==> src/rtl/servant_gpio_bank.sv <==
// servant_gpio_bank: Wishbone GPIO bank with per-bit direction, set/clear and synchronised inputs.
// Edge-detect interrupt registers exist only when SERVANT_GPIO_IRQ_EN is defined.
module servant_gpio_bank #(
    parameter int NUM_GPIO       = 8,
    parameter int ADR_WIDTH_GPIO = 3
) (
    input  logic                      wb_clk,
    input  logic                      wb_rst,
    input  logic [ADR_WIDTH_GPIO-1:0] i_wb_adr,
    input  logic [31:0]               i_wb_dat,
    input  logic                      i_wb_we,
    input  logic                      i_wb_cyc,
    output logic [31:0]               o_wb_rdt,
    output logic                      o_wb_ack,
    input  logic [NUM_GPIO-1:0]       i_gpio,
    output logic [NUM_GPIO-1:0]       o_gpio,
    output logic [NUM_GPIO-1:0]       o_gpio_oe,
    output logic                      o_irq
);
    logic [NUM_GPIO-1:0]       out_q, out_d, dir_q, sync1_q, sync2_q, wd, rsel;
    logic [ADR_WIDTH_GPIO-1:0] hi;
    logic [2:0]                a;
    logic                      acc, mapped, wr;
    logic [31:0]               rdt_d;

    assign hi        = i_wb_adr >> 3;
    assign a         = i_wb_adr[2:0];
    assign mapped    = hi == '0;
    assign acc       = i_wb_cyc & ~o_wb_ack;
    assign wr        = acc & i_wb_we & mapped;
    assign wd        = i_wb_dat[NUM_GPIO-1:0];
    assign o_gpio    = out_q;
    assign o_gpio_oe = dir_q;

    always_comb
        out_d = (wr && a == 3'd0) ? wd :
                (wr && a == 3'd6) ? out_q | wd :
                (wr && a == 3'd7) ? out_q & ~wd : out_q;

`ifdef SERVANT_GPIO_IRQ_EN
    logic [NUM_GPIO-1:0] ien_q, sts_q, sts_d, esel_q, prev_q, edg;

    // a freshly detected edge overrides a same-cycle write-1-to-clear
    always_comb begin
        edg   = (esel_q & ~sync2_q & prev_q) | (~esel_q & sync2_q & ~prev_q);
        sts_d = (sts_q & ~((wr && a == 3'd4) ? wd : '0)) | edg;
    end

    always_ff @(posedge wb_clk or posedge wb_rst)
        if (wb_rst) begin
            ien_q  <= '0;
            sts_q  <= '0;
            esel_q <= '0;
            prev_q <= '0;
        end else begin
            prev_q <= sync2_q;
            sts_q  <= sts_d;
            if (wr && a == 3'd3) ien_q <= wd;
            if (wr && a == 3'd5) esel_q <= wd;
        end

    assign o_irq = |(sts_q & ien_q);
`else
    assign o_irq = 1'b0;
`endif

    always_comb begin
        rsel = '0;
        case (a)
            3'd0:    rsel = out_q;
            3'd1:    rsel = dir_q;
            3'd2:    rsel = sync2_q;
`ifdef SERVANT_GPIO_IRQ_EN
            3'd3:    rsel = ien_q;
            3'd4:    rsel = sts_q;
            3'd5:    rsel = esel_q;
`endif
            default: rsel = '0;
        endcase
        rdt_d = mapped ? 32'(rsel) : '0;
    end

    always_ff @(posedge wb_clk or posedge wb_rst)
        if (wb_rst) begin
            o_wb_ack <= 1'b0;
            o_wb_rdt <= '0;
            out_q    <= '0;
            dir_q    <= '0;
            sync1_q  <= '0;
            sync2_q  <= '0;
        end else begin
            o_wb_ack <= acc;
            o_wb_rdt <= acc ? rdt_d : '0;
            out_q    <= out_d;
            if (wr && a == 3'd1) dir_q <= wd;
            sync1_q  <= i_gpio;
            sync2_q  <= sync1_q;
        end
endmodule
==> config.mk <==
export PLATFORM = sky130hd
export DESIGN_NAME = servant_gpio_bank
export DESIGN_NICKNAME = d
export VERILOG_FILES = /design/src/rtl/servant_gpio_bank.sv
export SDC_FILE = /design/constraint.sdc
export NUM_CORES = 1
export LEC_CHECK = 0
export BUFFER_PORTS_ARGS = -buffer_cell sky130_fd_sc_hd__buf_2
export CORE_MARGIN = 8
export CORE_UTILIZATION = 30
export CTS_BUF_LIST = sky130_fd_sc_hd__clkbuf_4 sky130_fd_sc_hd__clkbuf_8 sky130_fd_sc_hd__clkbuf_16
export CTS_CLUSTER_SIZE = 20
export DETAILED_ROUTE_END_ITERATION = 8
export GPL_ROUTABILITY_DRIVEN = 0
export PLACE_DENSITY = 0.53
export RECOVER_POWER = 100
export SYNTH_ARGS = -nofsm -noshare
export SYNTH_HDL_FRONTEND = slang
export SYNTH_SLANG_ARGS = --single-unit
==> constraint.sdc <==
create_clock -name wb_clk -period 1.5 [get_ports wb_clk]
set_input_delay 0.15 -clock wb_clk [delete_from_list [all_inputs] [get_ports wb_clk]]
set_output_delay 0.15 -clock wb_clk [all_outputs]
set_load 0.05 [all_outputs]
==> results.yml <==
cells_and_area:
  drive_above_1_share: 0.245
  areaGrowthSynthToFinish_pct: 17.3
  final_nets: 279
  fill_cells: 659
  diodes: 0
  multi_input_area_um2: 706
  regArea_um2: 1030
global_route:
  gr-usage-all-layers: 0.0923
  grt_pass1_wl_um: 7140
  grt_max_degree: 42
  grt_pass1_vias: 1447
  antenna_found_initial: 0
  overflow: 0
cts:
  clock-sinks: 41
  cts_resized: 0
  cts.htree.levels: 2
  cts_buffer_depth: 2
  tritoncts: "built"
  root_buffer: "clkbuf_8"
  clk_pin_slew_ns: 0.08
  postCtsSetupBuffers: 0
  numCtsBuffers: 5
  clk_latency_ns: 0.29
floorplanning:
  fp-row-count: 29
  core_area_um2: 6350
  io_pins: 97
  fp.dieArea_um2: 9450
  die_w_um: 97.2
  die_h_um: 97.2
  initial_core_util: 0.312
setup_path:
  cp-end-kind: "flop"
  start_kind: "flop"
  reg2regPathDepth: 3
  reg2reg_from: "o_wb_ack"
  arrival_ns: 1.57
  cp_max_fo: 8
  r2r-end: "o_gpio_oe[0]"
  cp.required_ns: 1.67
  worstSetupPathType: "flop to flop"
  rrSetupSlack_ns: 0.1
timing:
  hold_ws_ns: 0.123
  slew_violations: 0
  fin_tns_setup_ns: 0
  timing.final.crit_share: 0.934
  finalCriticalPeriod_ns: 1.40
  rsz0062_at_grt: "no"
  skew_ns: 0.00659
  setup_violations: 0
  tightest_slew_ns: 1.01
  slew_headroom: 0.328
  fin_ws_ns: 0.0993
  hold_viol_final: 0
  fmax_ghz: 0.714
route:
  vias_per_cell: 4.26
  postRouteAntennaNets: 0
  dr.first_iter.drc_count: 104
  routedWlPerCell_um: 13.9
  dr.pass1.iters: 4
  vias: 1320
  drc: 0
  drt-total-wl_um: 4310
yosys:
  synth_cells: 173
  yosys_most_used_dff: "dfrtp_1"
  ys_ff_latch: 41
  mappedNetlistArea_um2: 1980
  ys_seq_area_frac: 0.519
  yosys_warnings: 0
  synth_top_area_cell: "dfrtp_1"
  avgSynthCellArea_um2: 11.4
  yosys-top-cells-area: "dfrtp_1, buf_4, mux2_4"
  synth_edf_count: 0
  yosysTopAreaCellShare: 0.519
  ys_types: 29
  async_flop_share: 1.00
flow_run:
  drv_cap: 0
pwr:
  peakVddDrop_v: 0.000537
  power_density_nw_per_um2: 1150
  leakage_nw: 1.07
placed_design:
  dp_slack_ns: 0.119
  dp_hpwl_um: 3290
  io_buffer_count: 47
min_path:
  worst_hold_path.endpoint: "o_gpio_oe[7]"
  hold_class: "primary input to flop"
  min_from: "i_wb_dat[7]"
  hold_depth: 2
status:
  status: "finished clean"
[cells in the final DEF (no fill, tap or decap), drive strengths merged]
cell / instances
a2bb2oi: 1
dfrtp: 41
nand3: 9
a21oi: 7
and2b: 1
nand3b: 1
xnor2: 1
or4: 1
buf: 27
clkbuf: 34
nor2b: 1
and3: 1
mux2i: 8
o21ai: 15
nor2: 1
or3: 1
conb: 25
nand2: 9
a221oi: 1
dlygate4sd3: 8
inv: 16
o22ai: 1
a222oi: 7
nor3b: 1
mux2: 8
or2: 7
[cell usage after synthesis, types with 2 or more instances]
| cell | n |
|---|---|
| nand3_1 | 8 |
| inv_1 | 16 |
| buf_6 | 3 |
| mux2i_1 | 8 |
| buf_2 | 2 |
| dfrtp_1 | 41 |
| buf_4 | 27 |
| a222oi_1 | 7 |
| o21ai_0 | 12 |
| mux2_4 | 8 |
| or2_2 | 7 |
| o21ai_1 | 3 |
| nand2_1 | 9 |
| a21oi_1 | 7 |
[worst max-delay path by stage]
stage,startpoint,endpoint,cells past startpoint
after floorplan,o_wb_ack,o_gpio_oe[0],4
final,o_wb_ack,o_gpio_oe[0],3
after global placement,o_wb_ack,o_gpio_oe[1],3
after global routing,o_wb_ack,o_gpio_oe[4],3
after detailed placement,o_wb_ack,o_gpio_oe[0],3
after CTS,o_wb_ack,o_gpio_oe[5],3
[worst max-delay path, stage by stage, from the launching register on]
cell and delay [ns]:
dfrtp_2 0.43, nor3b_2 0.21, and3_4 0.30, mux2_1 0.35
[area by class of cell]
cell class / instances / share of cell area
flip-flops and latches: 41 / 0.443
multi-input cells: 107 / 0.304
repair buffers: 61 / 0.144
clock buffers: 8 / 0.0420
well taps: 77 / 0.0415
inverters: 16 / 0.0259
[through the flow]
| stage | power [mW] | cells | utilization | area [um^2] |
|---|---|---|---|---|
| after floorplan | 1.86 | 197 | - | 2070 |
| after CTS | 2.75 | 310 | 0.374 | 2370 |
| final | 2.66 | 310 | 0.366 | 2320 |
| after detailed placement | 1.96 | 294 | 0.346 | 2200 |
| after global placement | 1.95 | 294 | 0.346 | 2200 |
| after global routing | 2.79 | 310 | 0.366 | 2320 |
[layer usage]
metal,routed length [um],share of wire,track usage,vias up
met4,74,0.017,0.0391,0
met5,0,0,0,-
met3,378,0.088,0.0427,8
met1,1940,0.45,0.109,612
li1,-,-,-,652
met2,1910,0.44,0.141,48
[cells by family after synthesis]
| group | after synthesis | share of synthesized area |
|---|---|---|
| AO/OA/AOI/OAI | 32 | 0.103 |
| XOR/XNOR | 1 | 0.0139 |
| buffers and inverters | 49 | 0.157 |
| flip-flops | 41 | 0.519 |
| multiplexers | 16 | 0.101 |
| other | 1 | 0.00190 |
| AND/OR/NAND/NOR | 33 | 0.104 |
[power breakdown]
group / internal, mW / switching (mW)
combinational: 0.145 / 0.512
clock: 0.411 / 0.353
sequential: 1.19 / 0.0526
total: 1.74 / 0.917
[repair_timing]
action | CTS | global route
endpoints found under the hold margin | 8 | 0
endpoints found under the setup margin | 0 | 0
hold buffers | 8 | 0
Note: power is estimated with default switching activity, not from simulation.
